[config.mk]
export PLATFORM = sky130hd
export DESIGN_NAME = pe_cfg_ctrl
export DESIGN_NICKNAME = d
export VERILOG_FILES = /design/src/rtl/pe_cfg_ctrl.sv
export SDC_FILE = /design/constraint.sdc
export NUM_CORES = 1
export LEC_CHECK = 0
export ABC_CLOCK_PERIOD_IN_PS = 2630
export CORE_MARGIN = 1
export CORE_UTILIZATION = 40
export DETAILED_ROUTE_END_ITERATION = 8
export DONT_BUFFER_PORTS = 1
export GPL_TIMING_DRIVEN = 0
export PLACE_DENSITY_LB_ADDON = 0.12
export SLEW_MARGIN = 30
export SYNTH_ARGS = -nofsm -noshare
export SYNTH_HDL_FRONTEND = slang
export SYNTH_SLANG_ARGS = --single-unit
[constraint.sdc]
create_clock -name clk -period 2.63 [get_ports clk]
set_input_delay 0.526 -clock clk [delete_from_list [all_inputs] [get_ports clk]]
set_output_delay 0.526 -clock clk [all_outputs]
set_load 0.005 [all_outputs]
[src/rtl/pe_cfg_ctrl.sv]
// pe_cfg_ctrl: configuration sequencer for the PE array.
// Clears the array, streams instruction words into each PE's configuration
// buffer (PE-major order, one-hot init strobe per word), then broadcasts run
// for a clamped number of cycles and pulses done.
module pe_cfg_ctrl #(
    parameter int NUM_PE = 16,
    parameter int INST_W = 48,
    parameter int DEPTH  = 16,
    parameter int LEN_W  = 5,
    parameter int RUN_W  = 16
) (
    input  logic              clk,
    input  logic              rst,
    input  logic              start,
    input  logic              abort,
    input  logic [LEN_W-1:0]  cfg_len,
    input  logic [RUN_W-1:0]  run_len,
    input  logic              cfg_valid,
    input  logic [INST_W-1:0] cfg_data,
    output logic              cfg_ready,
    output logic              pe_rst,
    output logic [NUM_PE-1:0] pe_init,
    output logic [INST_W-1:0] pe_inst,
    output logic              pe_run,
    output logic              busy,
    output logic              done,
    output logic              err
);

    localparam int                IDX_W     = (NUM_PE > 1) ? $clog2(NUM_PE) : 1;
    localparam logic [LEN_W-1:0]  DEPTH_LEN = LEN_W'(DEPTH);
    localparam logic [RUN_W-1:0]  DEPTH_RUN = RUN_W'(DEPTH);
    localparam logic [IDX_W-1:0]  LAST_PE   = IDX_W'(NUM_PE - 1);

    typedef enum logic [2:0] {
        S_IDLE,
        S_CLEAR,
        S_LOAD,
        S_DRAIN,
        S_RUN,
        S_DONE
    } state_t;

    state_t state, state_nxt;

    logic [LEN_W-1:0]  cfg_len_q;
    logic [LEN_W-1:0]  ctx_idx;
    logic [IDX_W-1:0]  pe_idx;
    logic [RUN_W-1:0]  run_len_q;
    logic [RUN_W-1:0]  run_cnt;
    logic [NUM_PE-1:0] pe_init_q;
    logic [INST_W-1:0] pe_inst_q;
    logic              err_q;

    logic cfg_len_ok;
    logic start_acc;
    logic xfer;
    logic last_ctx;
    logic last_pe;
    logic run_last;

    assign cfg_len_ok = (cfg_len != '0) && (cfg_len <= DEPTH_LEN);
    assign start_acc  = (state == S_IDLE) && start && !abort;
    assign xfer       = (state == S_LOAD) && cfg_valid;
    assign last_ctx   = (ctx_idx == (cfg_len_q - 1'b1));
    assign last_pe    = (pe_idx == LAST_PE);
    assign run_last   = (run_cnt == (run_len_q - 1'b1));

    // Control outputs are decoded straight from the state so they drop the
    // cycle after an abort or reset without any extra clearing logic.
    assign cfg_ready = (state == S_LOAD);
    assign pe_rst    = (state == S_CLEAR);
    assign pe_run    = (state == S_RUN);
    assign busy      = (state != S_IDLE);
    assign done      = (state == S_DONE);
    assign pe_init   = pe_init_q;
    assign pe_inst   = pe_inst_q;
    assign err       = err_q;

    // State register.
    always_ff @(posedge clk) begin
        if (rst) begin
            state <= S_IDLE;
        end else begin
            state <= state_nxt;
        end
    end

    // Next-state logic; abort overrides every other transition.
    always_comb begin
        state_nxt = state;
        case (state)
            S_IDLE:  if (start_acc && cfg_len_ok) state_nxt = S_CLEAR;
            S_CLEAR: state_nxt = S_LOAD;
            S_LOAD:  if (xfer && last_ctx && last_pe) state_nxt = S_DRAIN;
            S_DRAIN: state_nxt = (run_len_q == '0) ? S_DONE : S_RUN;
            S_RUN:   if (run_last) state_nxt = S_DONE;
            S_DONE:  state_nxt = S_IDLE;
            default: state_nxt = S_IDLE;
        endcase
        if (abort) begin
            state_nxt = S_IDLE;
        end
    end

    // Job parameters, load position counters, registered strobe/bus and run counter.
    always_ff @(posedge clk) begin
        if (rst) begin
            cfg_len_q <= '0;
            run_len_q <= '0;
            ctx_idx   <= '0;
            pe_idx    <= '0;
            run_cnt   <= '0;
            pe_init_q <= '0;
            pe_inst_q <= '0;
            err_q     <= 1'b0;
        end else begin
            err_q     <= start_acc && !cfg_len_ok;
            pe_init_q <= '0;
            run_cnt   <= (state == S_RUN) ? run_cnt + 1'b1 : '0;

            if (start_acc && cfg_len_ok) begin
                cfg_len_q <= cfg_len;
                run_len_q <= (run_len > DEPTH_RUN) ? DEPTH_RUN : run_len;
                ctx_idx   <= '0;
                pe_idx    <= '0;
            end

            if (abort && (state != S_IDLE)) begin
                pe_inst_q <= '0;
            end else if (xfer) begin
                pe_init_q <= NUM_PE'(1) << pe_idx;
                pe_inst_q <= cfg_data;
                if (last_ctx) begin
                    ctx_idx <= '0;
                    pe_idx  <= pe_idx + 1'b1;
                end else begin
                    ctx_idx <= ctx_idx + 1'b1;
                end
            end
        end
    end

endmodule

# Word level (Yosys, flattened, before mapping)
# Index checks and enable logic that the tools add are counted.
# totals
ff_bits	114
inputBits	74
out_inout_bits	70
wordCells	64
# op_classes
addsub	5
order_cmp	2
eq_ne	11
shifts	1
n_mux	14
bitwise_logic	2
n_reduce_logical	20
# op_table
operator	n
5-bit 2-to-1 mux	4
16-bit by 1-bit adder with 16-bit output (second input constant)	1
16-bit == test	1
16-bit by 5-bit > comparator with 1-bit output (second input constant)	1
16-bit zero test	1
16-bit 2-to-1 mux	1
4-bit 2-to-1 mux	4
1-bit by 4-bit left shift with 16-bit output (first input constant)	1
16-bit by 1-bit subtractor with 16-bit output (second input constant)	1
3-bit one-hot mux with 5 select lines	1
1-bit logical AND	9
3-bit 2-to-1 mux	3
3-bit by 2-bit == test with 1-bit output (second input constant)	2
3-bit == test (second input constant)	2
2-bit by 1-bit != test with 1-bit output (second input constant)	3
2-bit OR reduction	3
5-bit by 1-bit adder with 5-bit output (second input constant)	1
5-bit == test	1
5-bit less-or-equal comparator (second input constant)	1
5-bit nonzero test	1
5-bit by 1-bit subtractor with 5-bit output (second input constant)	1
4-bit by 1-bit adder with 4-bit output (second input constant)	1
4-bit == test (second input constant)	1
3-bit by 1-bit == test with 1-bit output (second input constant)	1
7 further kinds	9

# Logic depth before layout (Yosys ltp)
# Gate-level depths: netlist of the first run.
# depth
word_depth	8
depth_mapped	9
mapped_depth_nobuf	8

# Least setup slack after synthesis of the first run
# OpenSTA, ideal clock, no wires.
# synth_timing
path_type	register to register
startpoint	reg run_len_q[0]
endpoint	reg state[0]
setup_ps	79
t_arrival_ps	1938
required_ps	2551
slack_ps	613
path_stages_with_launch	10
path_buffers	1
period_less_slack_ps	2017
path_cell_list	dfxtp_1 inv_1 ha_1 clkbuf_1 nand2_1 o31a_1 a2111o_1 nor4_2 o2111ai_1 a211oi_2
# synth_between
elab_chain_len	4
elab_cells_between_ends	7
cone_classes	add/sub: 1; eq/ne: 2; mux: 2; reduce/logical: 2
# synth_lines
item	line	rtl
from (decl)	49	logic [RUN_W-1:0] run_len_q;
from (signal assigned)	124	run_len_q <= (run_len > DEPTH_RUN) ? DEPTH_RUN : run_len;
16-bit by 1-bit subtractor with 16-bit output	67	assign run_last = (run_cnt == (run_len_q - 1'b1));
16-bit == test	67	
2-bit by 1-bit != test with 1-bit output (no source line)	n/a	
3-bit AND reduction (no source line)	n/a	
to (signal assigned)	85	state <= state_nxt;
to (decl)	44	state_t state, state_nxt;
# Parallel ways exist; a longest one is shown, timed or not.
# A chain may end at the register's enable or synchronous reset.

# Final worst setup path of the first run
# Same ends and word-level chain as after synthesis.

==> reports/results.ini, run 1 <==
[outcome]
status = finished, violations left
failed_checks = DRC

[hold_path]
whs_path_depth = 1
hp-class = in -> reg

[setup_path]
required_ns = 2.96
cp_data_arrival_time_ns = 2.63
crit_fanout = 7
startpoint_type = flop
critical_path_class = reg -> reg
reg2regPathDepth = 9
cp-end-kind = flop

[clocking]
ctsLongestPathBuffers = 2
clkTransAtPathRegs_ns = 0.05
clock_tree.root_cell = clkbuf_16
htreeDepth = 4
cts_num_sinks = 114
cts_tree = yes
cts_setup_buffers = 0
cts-buffers-inserted = 17
ctsResizeCount = 0
hold_buffers = 0
clk_latency_ns = 0.41

[timing]
period_share_pct = 87.5
slew_headroom_pct = 57.9
fin_crit_ns = 2.30
worstMarginPinSlew_ns = 0.626
postLayoutSetupSlackWorst_ns = 0.328
rsz0062_at_grt = false
clock_skew_ns = 0.00462
whs_ns = 0.191
fin_setup_tns_ns = 0
setup_violations = 0
hold_viol = 0
fmax_ghz = 0.434
slew_violations = 0

[drt]
antenna_left = 0
firstDrtPassIters = 6
vias = 3888
wl_mm = 11.4
vias_per_cell = 5.25
drc = 8
wl_per_cell_um = 15.4
detail_route.iter0.violations = 181

[final_layout]
nets = 670
drive_gt1_share_pct = 8.53
area_growth_pct = 17.3
antenna_cells = 0
fillCellCount = 1117

[yosys]
ys_seq_elements = 114
synth-edff-count = 0
synth_area_mm2 = 0.00487
ys_warn_count = 0
yosysSeqAreaShare_pct = 46.9
synthDistinctLibCells = 60
ys.flop_type = dfxtp_1
synth_area_per_cell_um2 = 8.60
synth_cells = 566
syn_nets = 651
async_flop_share_pct = 0

[pwr]
peakVddDrop_v = 0.000371
power_density_mw_per_mm2 = 765
p_leak_nw = 2.16

[grt]
grt_pass1_vias = 3712
grt_usage_pct = 18.8
grt_pass1_wl_mm = 18.6
grt_overflow = 0
grt_max_degree = 17
antenna_found_initial = 0

[floorplanning]
rows = 39
die_w_um = 112
dieHeight_um = 112
initial_utilization_pct = 41.7
die-area_mm2 = 0.0126
io_pins = 144
coreArea_mm2 = 0.0117

[place]
dpl_worst_slack_ns = 0.310
dp_hpwl_mm = 8.38
gp_congestion = 0.841
port_buffers = 0

[run]
max-cap-violations = 0

[power by group]
group	leakage (nW)	internal (W)	switching, W
logic	0.921	0.0000350	0.0000672
clock network	0.317	0.00175	0.000771
registers	0.918	0.00174	0.00000745
[placed cells by master (no fill, tap or decap), types with 2 or more instances in the layout]
cell type,synthesis,final
nand2_1,125,125
dfxtp_1,114,114
a21oi_1,59,59
nor2_1,30,30
and3_1,29,29
clkbuf_1,25,28
xnor2_1,21,21
nand3_1,18,18
xor2_1,17,17
clkbuf_16,0,17
inv_1,12,12
ha_1,11,11
nor3_1,10,10
and2_1,6,6
clkbuf_8,2,5
nor4_1,6,5
nand4_1,5,5
o21ai_0,5,5
a31oi_1,5,5
bufinv_16,0,5
nand3b_1,4,4
a22o_1,4,4
or3_1,4,4
o41ai_1,3,3
a22oi_1,3,3
and4_1,3,3
or2b_2,2,2
nor2b_1,2,2
nor4_2,1,2
nor3_4,2,2
o211ai_1,2,2
o21a_1,2,2
mux2i_1,2,2
o31a_1,2,2
o22ai_1,2,2
clkinv_2,0,2
[area by class of cell]
type | count | area [µm²] | area share [%]
multi-input cells | 409 | 2400 | 42.1
flip-flops and latches | 114 | 2280 | 39.9
clock buffers | 23 | 478 | 8.37
well taps | 143 | 179 | 3.13
clock inverters | 9 | 176 | 3.09
plain buffers | 31 | 149 | 2.61
inverters | 12 | 45.0 | 0.788
[state kept, by name (all words and copies together), names as in the netlist]
register / cells
state: 3
cfg_len_q: 5
err: 1
run_len_q: 16
pe_inst: 48
pe_idx: 4
run_cnt: 16
ctx_idx: 5
pe_init: 16
[kinds of logic (layout without fill, tap and decap cells)]
group	Yosys count	count (layout)	share of synthesized area, %
AND/OR/NAND/NOR	257	257	26.0
flip-flops	114	114	46.9
AO/OA/AOI/OAI	99	99	12.5
buffers and inverters	43	75	3.98
XOR/XNOR	39	39	7.17
adder cells (fa/ha/maj)	11	11	2.83
multiplexers	3	3	0.643
[per-layer routing]
layer / routed length (µm) / global-route usage [%] / vias up
met5: 0 / 0 / -
met4: 243 / 9.96 / 0
met3: 709 / 6.10 / 19
met2: 5420 / 29.5 / 91
met1: 5030 / 23.1 / 1805
li1: - / - / 1973
[path summary, 6_finish.rpt]
check	start	endpoint	slack, ns
setup / recovery	run_len_q[0]$_SDFFE_PP0P_	state[0]$_SDFFE_PP0P_	0.33
hold / removal	abort	state[2]$_SDFFE_PP0P_	0.19
setup reg to reg	run_len_q[0]$_SDFFE_PP0P_	state[0]$_SDFFE_PP0P_	0.33
hold reg to reg	cfg_len_q[4]$_SDFFE_PP0P_	cfg_len_q[4]$_SDFFE_PP0P_	0.47
[cell usage after synthesis, drive strengths merged, types with 2 or more instances]
cell / instances / area, µm²
a21oi: 59 / 295
a22o: 4 / 35.0
a22oi: 3 / 22.5
a31oi: 5 / 31.3
and2: 6 / 37.5
and3: 30 / 189
and4: 3 / 26.3
buf: 4 / 27.5
clkbuf: 27 / 121
dfxtp: 114 / 2280
ha: 11 / 138
inv: 12 / 45.0
mux2i: 2 / 20.0
nand2: 125 / 469
nand3: 18 / 90.1
nand3b: 4 / 30.0
nand4: 5 / 31.3
nand4b: 2 / 23.8
nor2: 30 / 113
nor2b: 2 / 12.5
nor3: 13 / 92.6
nor3b: 2 / 15.0
nor4: 8 / 71.3
o211ai: 2 / 15.0
o21a: 2 / 15.0
o21ai: 6 / 30.0
o22ai: 2 / 12.5
o31a: 2 / 17.5
o41ai: 3 / 26.3
or2b: 2 / 17.5
or3: 4 / 25.0
xnor2: 21 / 184
xor2: 18 / 165
[worst max-delay path, stage by stage (launching register included)]
cell	delay, ns
dfxtp_1	0.38
inv_1	0.11
ha_1	0.14
clkbuf_1	0.27
nand2_1	0.09
o31a_1	0.25
a2111o_1	0.32
nor4_2	0.25
o2111ai_1	0.19
a211oi_2	0.23
[per-stage QoR]
stage | cell area (µm²) | utilization, % | instances | power, W
floorplan | 4870 | - | 566 | 0.00186
global placement | 5050 | 43.3 | 709 | 0.00188
detailed placement | 5060 | 43.4 | 709 | 0.00188
CTS | 5710 | 49.0 | 741 | 0.00442
global route | 5710 | 49.0 | 741 | 0.00452
finish | 5710 | 49.0 | 741 | 0.00437
No activity file was read; power rests on OpenSTA's default activity.
==> run 2: changes to the inputs <==
- PLACE_DENSITY: not set -> 0.55
- PLACE_DENSITY_LB_ADDON: 0.12 -> not set
==> reports/results.ini, run 2 (same netlist as run 1, synthesis figures left out) <==
[outcome]
status = finished, violations left
failed_checks = DRC

[floorplanning]
rows = 39
die-area_mm2 = 0.0126
die_w_um = 112
dieHeight_um = 112
io_pins = 144
initial_utilization_pct = 41.7
coreArea_mm2 = 0.0117

[grt]
met1_usage_pct = 22.1
grt_max_degree = 17
grt_usage_pct = 18.9
grt_overflow = 0
grtUsageMet2_pct = 30.9
grt_pass1_vias = 3800
grt_pass1_wl_mm = 18.6
antenna_found_initial = 0
grt_util_met3_pct = 6.43
top_usage_layer = met2

[clocking]
clk_latency_ns = 0.41
htreeDepth = 4
ctsLongestPathBuffers = 2
ctsResizeCount = 0
cts_tree = yes
cts_setup_buffers = 0
clkTransAtPathRegs_ns = 0.05
cts_num_sinks = 114
hold_buffers = 0
cts-buffers-inserted = 17
clock_tree.root_cell = clkbuf_16

[pwr]
p_leak_nw = 2.16
peakVddDrop_v = 0.000396
power_density_mw_per_mm2 = 771

[final_layout]
layout.area.seq_mm2 = 0.00228
final_cell_mix = 125 x nand2_1, 114 x dfxtp_1, 59 x a21oi_1, 30 x nor2_1, 29 x and3_1
drive_gt1_share_pct = 9.03
area_growth_pct = 17.6
layout_commonest_cell = nand2_1
fillCellCount = 1097
multi_input_area_mm2 = 0.00240
largest_reg_flops = 48
antenna_cells = 0
nets = 670

[timing]
clock_skew_ns = 0.00419
fmax_ghz = 0.438
slew_violations = 0
hold_viol = 0
rsz0062_at_grt = false
setup_violations = 0
postLayoutSetupSlackWorst_ns = 0.347
fin_setup_tns_ns = 0
slew_headroom_pct = 51.4
fin_crit_ns = 2.28
period_share_pct = 86.8
worstMarginPinSlew_ns = 0.723

[drt]
vias_per_cell = 5.35
wl_mm = 11.5
drc = 8
detail_route.iter0.violations = 151
firstDrtPassIters = 6
vias = 3961
wl_per_cell_um = 15.5
antenna_left = 0

[setup_path]
required_ns = 2.97
cp_data_arrival_time_ns = 2.62
cp-end-kind = flop
startpoint_type = flop
reg2regPathDepth = 9
crit_fanout = 7
critical_path_class = reg -> reg

[hold_path]
hp-class = in -> reg
whs_path_depth = 1

[run]
max-cap-violations = 0

[place]
dp_hpwl_mm = 8.54
dpl_worst_slack_ns = 0.242
gp_congestion = 0.803
port_buffers = 0

run 2: worst paths after layout:
| check | start | end | slack (ns) |
|---|---|---|---|
| worst max-delay path | run_len_q[0]$_SDFFE_PP0P_ | state[0]$_SDFFE_PP0P_ | 0.35 |
| worst min-delay path | abort | state[2]$_SDFFE_PP0P_ | 0.18 |
| worst max register to register | run_len_q[0]$_SDFFE_PP0P_ | state[0]$_SDFFE_PP0P_ | 0.35 |
| worst min register to register | cfg_len_q[4]$_SDFFE_PP0P_ | cfg_len_q[4]$_SDFFE_PP0P_ | 0.47 |
run 2: layout make-up:
cell class | instances | share of cell area [%]
Sequential cell | 114 | 39.9
Buffer | 31 | 2.60
Clock inverter | 12 | 3.52
Inverter | 12 | 0.787
Clock buffer | 20 | 8.15
Multi-Input combinational cell | 409 | 42.0
Tap cell | 143 | 3.12
run 2: stage by stage:
stage	hold slack [ns]	power [W]	std cells	util, %	instance area, µm²
5_1_grt	0.166	0.00456	741	49.1	5730
3_5_place_dp	0.464	0.00188	709	43.4	5060
3_3_place_gp	0.459	0.00188	709	43.3	5050
2_1_floorplan	0.440	0.00186	566	-	4870
6_report	0.184	0.00441	741	49.1	5730
4_1_cts	0.168	0.00447	741	49.1	5730
run 2: routing by layer:
layer,vias up,wire [µm]
met1,1840,5000
met5,-,0
met3,23,700
li1,1986,-
met4,0,284
met2,112,5500
run 2: worst max-delay path: stages, from the launching register on:
cell	delay [ns]
dfxtp_1	0.38
inv_1	0.11
ha_1	0.14
clkbuf_1	0.27
nand2_1	0.09
o31a_1	0.25
a2111o_1	0.31
nor4_2	0.24
o2111ai_1	0.19
a211oi_2	0.23
run 2: power breakdown:
part	internal [W]	switching (W)	total [W]	leakage, nW
Clock	0.00176	0.000809	0.00257	0.323
Sequential	0.00174	0.00000746	0.00174	0.918
Combinational	0.0000349	0.0000673	0.000102	0.921
Total	0.00353	0.000884	0.00441	2.16
==> run 3: changes to the inputs <==
- ABC_CLOCK_PERIOD_IN_PS: 2630 -> 2900
- GPL_TIMING_DRIVEN: 0 -> not set
- clock period: 2.63 -> 2.9 ns (I/O delays scaled with it)
==> reports/results.ini, run 3 (same netlist as run 1, synthesis figures left out) <==
[outcome]
status = finished, violations left
failed_checks = DRC

[timing]
clock_skew_ns = 0.00655
slew_headroom_pct = 54.2
worstMarginPinSlew_ns = 0.686
slew_violations = 0
rsz0062_at_grt = false
period_share_pct = 75.6
fmax_ghz = 0.456
hold_viol = 0
fin_setup_tns_ns = 0
fin_crit_ns = 2.19
setup_violations = 0

[grt]
grt_pass1_wl_mm = 18.5
antenna_found_initial = 0
met1_usage_pct = 20.7
grt_overflow = 0
top_usage_layer = met2
grt_pass1_vias = 3738
grt_max_degree = 49
grt_usage_pct = 18.7
grt_util_met3_pct = 7.24
grtUsageMet2_pct = 31.6

[setup_path]
crit_slowest_cell = nor2b_1
crit_chain = nor3_1 -> buf_4 -> nand3b_1 -> nor2b_1 -> nand3_1 -> nor2_1 -> a22o_1
critical_path_class = reg -> reg
cp-end-kind = flop
cp_data_arrival_time_ns = 2.55
crit_fanout = 11
required_ns = 3.26
startpoint_type = flop
cpPeakStageDelay_ns = 0.58
crit_family = simple AND/OR/NAND/NOR gates
cp_num_buf_inv = 1

[drt]
antenna_left = 0
vias_per_cell = 5.43
drc = 8
wl_mm = 11.4
detail_route.iter0.violations = 228
vias = 3874
firstDrtPassIters = 6
wl_per_cell_um = 16.0

[run]
max-cap-violations = 0

[floorplanning]
die_w_um = 112
coreArea_mm2 = 0.0117
die-area_mm2 = 0.0126
io_pins = 144
initial_utilization_pct = 41.7
dieHeight_um = 112
rows = 39

[final_layout]
antenna_cells = 0
largest_reg_flops = 48
area_growth_pct = 12.8
layout_commonest_cell = nand2_1
final_cell_mix = 125 x nand2_1, 114 x dfxtp_1, 59 x a21oi_1, 30 x nor2_1, 29 x and3_1
fillCellCount = 1140
nets = 645
drive_gt1_share_pct = 8.60
fin_cells = 713

[clocking]
hold_buffers = 0
htreeDepth = 4
clk_latency_ns = 0.41
cts-buffers-inserted = 17
cts_tree = yes
cts_setup_buffers = 0
ctsResizeCount = 0
clkTransAtPathRegs_ns = 0.05
clock_tree.root_cell = clkbuf_16
cts_num_sinks = 114
ctsLongestPathBuffers = 2

[place]
dp.cells = 684
gp_congestion = 0.818
port_buffers = 0
dp_hpwl_mm = 8.10

[hold_path]
hp-class = in -> reg

[pwr]
p_leak_nw = 2.07
power_w = 0.00356
power_density_mw_per_mm2 = 648
peakVddDrop_v = 0.000359

[run 3: cell types whose count changed in the layout (fill, tap and decap cells not counted), sizes merged]
cell	delta
inv	-2
clkbuf	-24
buf	+2
bufinv	-4
clkinv	+1
clkinvlp	-1
[run 3: where the power goes]
group / total (W) / switching, W / internal, W
Sequential: 0.00159 / 0.00000854 / 0.00158
Combinational: 0.0000822 / 0.0000527 / 0.0000294
Clock: 0.00189 / 0.000672 / 0.00122
[run 3: stage by stage]
step	util [%]	hold slack, ns	setup WS (ns)	cell area, µm²
after detailed placement	42.5	0.459	0.485	4950
after global placement	42.4	0.460	0.627	4950
after floorplan	-	0.440	0.883	4870
after CTS	47.1	0.214	0.704	5490
after global routing	47.1	0.214	0.508	5490
final	47.1	0.238	0.708	5490
[run 3: worst paths after layout]
path	from	endpoint	slack (ns)	depth (start not counted)
hold / removal	rst	ctx_idx[3]$_SDFF_PP0_	0.24	1
setup reg to reg	state[1]$_SDFFE_PP0P_	run_len_q[0]$_SDFFE_PP0P_	0.71	7
hold reg to reg	cfg_len_q[4]$_SDFFE_PP0P_	cfg_len_q[4]$_SDFFE_PP0P_	0.47	2
setup / recovery	state[1]$_SDFFE_PP0P_	run_len_q[0]$_SDFFE_PP0P_	0.71	7
[run 3: cell type report]
cell class | instances | area (µm²) | share of cell area [%]
Clock buffer | 23 | 478 | 8.71
Timing Repair Buffer | 6 | 45.0 | 0.820
Inverter | 12 | 45.0 | 0.820
Multi-Input combinational cell | 409 | 2400 | 43.8
Clock inverter | 6 | 57.6 | 1.05
Tap cell | 143 | 179 | 3.26
Sequential cell | 114 | 2280 | 41.6
[run 3: metal layers]
layer | share of wire (%) | up-vias
met5 | 0 | -
met4 | 2.6 | 0
met3 | 6.5 | 26
li1 | - | 1932
met1 | 42 | 1813
met2 | 49 | 103
==> patch 1, RTL diff (config.mk and constraints of run 2) <==
The 6 states of `state_t` get a Gray code encoding in 3 bits.
--- a/src/rtl/pe_cfg_ctrl.sv
+++ b/src/rtl/pe_cfg_ctrl.sv
@@ -33,12 +33,12 @@
     localparam logic [IDX_W-1:0]  LAST_PE   = IDX_W'(NUM_PE - 1);
 
     typedef enum logic [2:0] {
-        S_IDLE,
-        S_CLEAR,
-        S_LOAD,
-        S_DRAIN,
-        S_RUN,
-        S_DONE
+        S_IDLE  = 3'b000,
+        S_CLEAR = 3'b001,
+        S_LOAD  = 3'b011,
+        S_DRAIN = 3'b010,
+        S_RUN   = 3'b110,
+        S_DONE  = 3'b111
     } state_t;
 
     state_t state, state_nxt;
Formal check against the unedited RTL: same outputs for any inputs over 4 cycles, from zero or initial values and one cycle with rst high; so few cycles prove little.
==> patch 1 against run 2 <==
Wire length rose by 2.8%; setup slack got worse by 91 ps; sequential cell count did not move; largest cell class unchanged; count of clock-buffer cells in the layout rose by 4; design area rose by 1.5%; die area rose by 2.4%; clock power fell by 10%; sequential power barely moved; power fell by 6.0%; synthesized area rose by 2.4%.
==> patch 1: results <==
[detailed_routing]
met2_length_um = 5550
post_drt_via_cell_ratio = 5.19
drtIter0Drc = 220
met1_length_um = 5200
drt_wl_total_um = 11800
drt_first_pass_iters = 5
wl_met3_um = 805

[power_and_ir_drop]
p_comb_uw = 96.8
max-vdd-ir-drop_mv = 0.334
p_int_uw = 3310
p_leak_uw = 0.00210

[layout]
drive_gt1_share_pct = 7.79
fin_cells = 797

[critical_path]
path_max_fanout = 10
cp.arrival_ps = 2700

[placement]
place_area_um2 = 5200
dp.cells = 765
gp_congestion = 0.757
pre_cts_ws_ps = 2.16

[sta]
worst_pin_slew_ps = 819

[grt]
grt_pass1_vias = 3813
grt_usage_pct = 18.8
grt_pass1_wl_um = 18700

[synth]
synth_nets = 682
synth_seq_area_share_pct = 45.8
yosys-top-cells-count = "dfxtp_1, nand2_1, a21oi_1, nor2_1"

[outcome]
status = "completed"
[patch 1: path summary, 6_finish.rpt]
path                startpoint     endpoint  slack [ps]  depth (start not counted)
setup reg to reg  run_len_q[0]     state[0]         260                         10
setup / recovery  run_len_q[0]     state[0]         260                         10
hold reg to reg    pe_inst[15]  pe_inst[15]         470                          2
hold / removal     cfg_data[3]   pe_inst[3]         250                          2
[patch 1: cell type report]
type                    instances  area (um^2)
clock inverters                 8          128
repair buffers                  1         7.51
clock buffers                  24          472
fillers                      1173         6250
multi-input cells             432         2500
inverters                      18         67.6
plain buffers                  32          146
flip-flops and latches        114         2280
well taps                     168          210
[patch 1: layer usage]
layer / track usage [%] / vias to the layer above
li1: - / 2079
met1: 23.1 / 1869
met2: 30.0 / 163
met3: 5.90 / 24
met4: 9.12 / 0
met5: 0 / -
[patch 1: kinds of logic (layout without fill, tap and decap cells)]
| logic type | Yosys count | in the layout | share of synthesized area [%] |
|---|---|---|---|
| flip-flops | 114 | 114 | 45.8 |
| buffers and inverters | 51 | 83 | 4.31 |
| AO/OA/AOI/OAI | 103 | 103 | 12.7 |
| adder cells (fa/ha/maj) | 11 | 11 | 2.76 |
| multiplexers | 6 | 6 | 1.20 |
| AND/OR/NAND/NOR | 274 | 274 | 26.6 |
| XOR/XNOR | 38 | 38 | 6.67 |
[patch 1: worst max-delay path, stage by stage, from the launching register on]
cell and delay (ps):
dfxtp_1 290, buf_2 180, inv_1 100, ha_1 140, clkbuf_4 190, nor4b_4 300, xnor2_1 100, or4_1 420
a32oi_2 260, a41oi_1 140, nor3_1 170
[patch 1: timing repair]
| action | 4_1_cts | 5_1_grt |
|---|---|---|
| endpoints found under the setup margin | 1 | 1 |
| pin swaps | 0 | 2 |
| resized for setup | 1 | 2 |
| setup buffers | 0 | 1 |
==> patch 2, RTL diff (flow settings as in run 2) <==
Without the edit above. Set the parameter `RUN_W` to 32 (it was 16).
--- a/src/rtl/pe_cfg_ctrl.sv
+++ b/src/rtl/pe_cfg_ctrl.sv
@@ -7,7 +7,7 @@
     parameter int INST_W = 48,
     parameter int DEPTH  = 16,
     parameter int LEN_W  = 5,
-    parameter int RUN_W  = 16
+    parameter int RUN_W  = 32
 ) (
     input  logic              clk,
     input  logic              rst,
Interface: changed (resized run_len); port bits go from 144 to 160. The function was not compared with the original's and may differ.
==> patch 2 against run 2 <==
Sequential power up 28%; highest routed layer unchanged; final cell count up 40%; largest power group unchanged; combinational power up 42%; first-iteration DRC count increased by 90%; design area up 33%; synthesized area is 36% higher; wire length up 36%; via count grew 38%; power rose by 9.1%; critical endpoint unchanged; critical path type unchanged; setup slack got worse by 190 ps; clock skew grew 3.6 ps; sequential cell count rose by 32.
==> patch 2: results <==
[detailed_routing]
num_vias = 5469
drt_first_pass_iters = 5
post_drt_via_cell_ratio = 5.28
drt_wl_total_um = 15600
drtIter0Drc = 287

[power_and_ir_drop]
powerClk_uw = 2450
max-vdd-ir-drop_mv = 0.449
seq_power_share_pct = 46.2
p_leak_uw = 0.00277
netSwitchingFraction_pct = 24.1
p_per_area_nw_per_um2 = 633

[critical_path]
reg2reg_depth = 11
path_max_fanout = 10
cp_slowest_cell = "dfxtp_4"
cp.arrival_ps = 2830
rrSetupSlack_ps = 160

[grt]
use_met1_pct = 22.2
grt_usage_pct = 18.0
antenna_found_initial = 0
grt_pass1_wl_um = 23900
grt.met3_usage_pct = 5.37
grt_pass1_vias = 5030

[synth]
synth_xor_area_share_pct = 10.2
synthAdderAreaFrac_pct = 1.89
syn_inst = 781
synth_area_leaders = "dfxtp_1, nand2_1, xor2_1"
synth_nets = 881
ys_types = 59
yosys-top-cells-count = "dfxtp_1, nand2_1, a21oi_1, nor2_1, xor2_1"
synth_seq_area_share_pct = 44.1
synth-compound-area-share_pct = 10.5
synthMuxAreaShare_pct = 0.623

[clocking]
clk_latency_ps = 430
clk_pin_slew_ps = 70

[sta]
worst_pin_slew_ps = 709
min_period_ps = 2470
hold_ws_ps = 226
clock_skew_ps = 7.76

[worst_hold_path]
min_path_cells = 2
hold_end = "pe_inst[46]"
hold_path_startpoint = "cfg_data[46]"

[placement]
portBuffers = 0
pre_cts_ws_ps = -332
dp.cells = 997
gp_congestion = 0.806
place_area_um2 = 6900

[layout]
nFillCells = 1557
fin_nets = 906
drive_gt1_share_pct = 9.04

[outcome]
status = "completed"
==> patch 2: kinds of logic (layout without fill, tap and decap cells) <==
group           Yosys count  count (layout)
simple gates            371             371
flops                   146             146
compound gates          116             116
xor+xnor                 77              77
buf+inv                  57              95
fa+ha+maj                10              10
mux                       4               4
==> patch 2: area by class of cell <==
class	instances	area, um^2	share of cell area, %
well taps	216	270	3.55
clock buffers	18	439	5.77
flip-flops and latches	146	2930	38.5
multi-input cells	578	3510	46.2
inverters	12	45.0	0.592
repair buffers	7	52.6	0.691
plain buffers	44	194	2.55
clock inverters	14	165	2.17
==> patch 2: timing repair <==
| action | 4_1_cts | 5_1_grt |
|---|---|---|
| setup buffers | 0 | 7 |
| resized for setup | 2 | 12 |
| hold endpoints to repair | 0 | 0 |
| endpoints found under the setup margin | 1 | 7 |
| pin swaps | 1 | 8 |
| cloned | 0 | 0 |
==> patch 2: per-layer routing <==
metal	routed length (um)	part of all wire (%)
met4	257	1.6
met1	6930	44
met3	770	4.9
met5	0	0
met2	7660	49
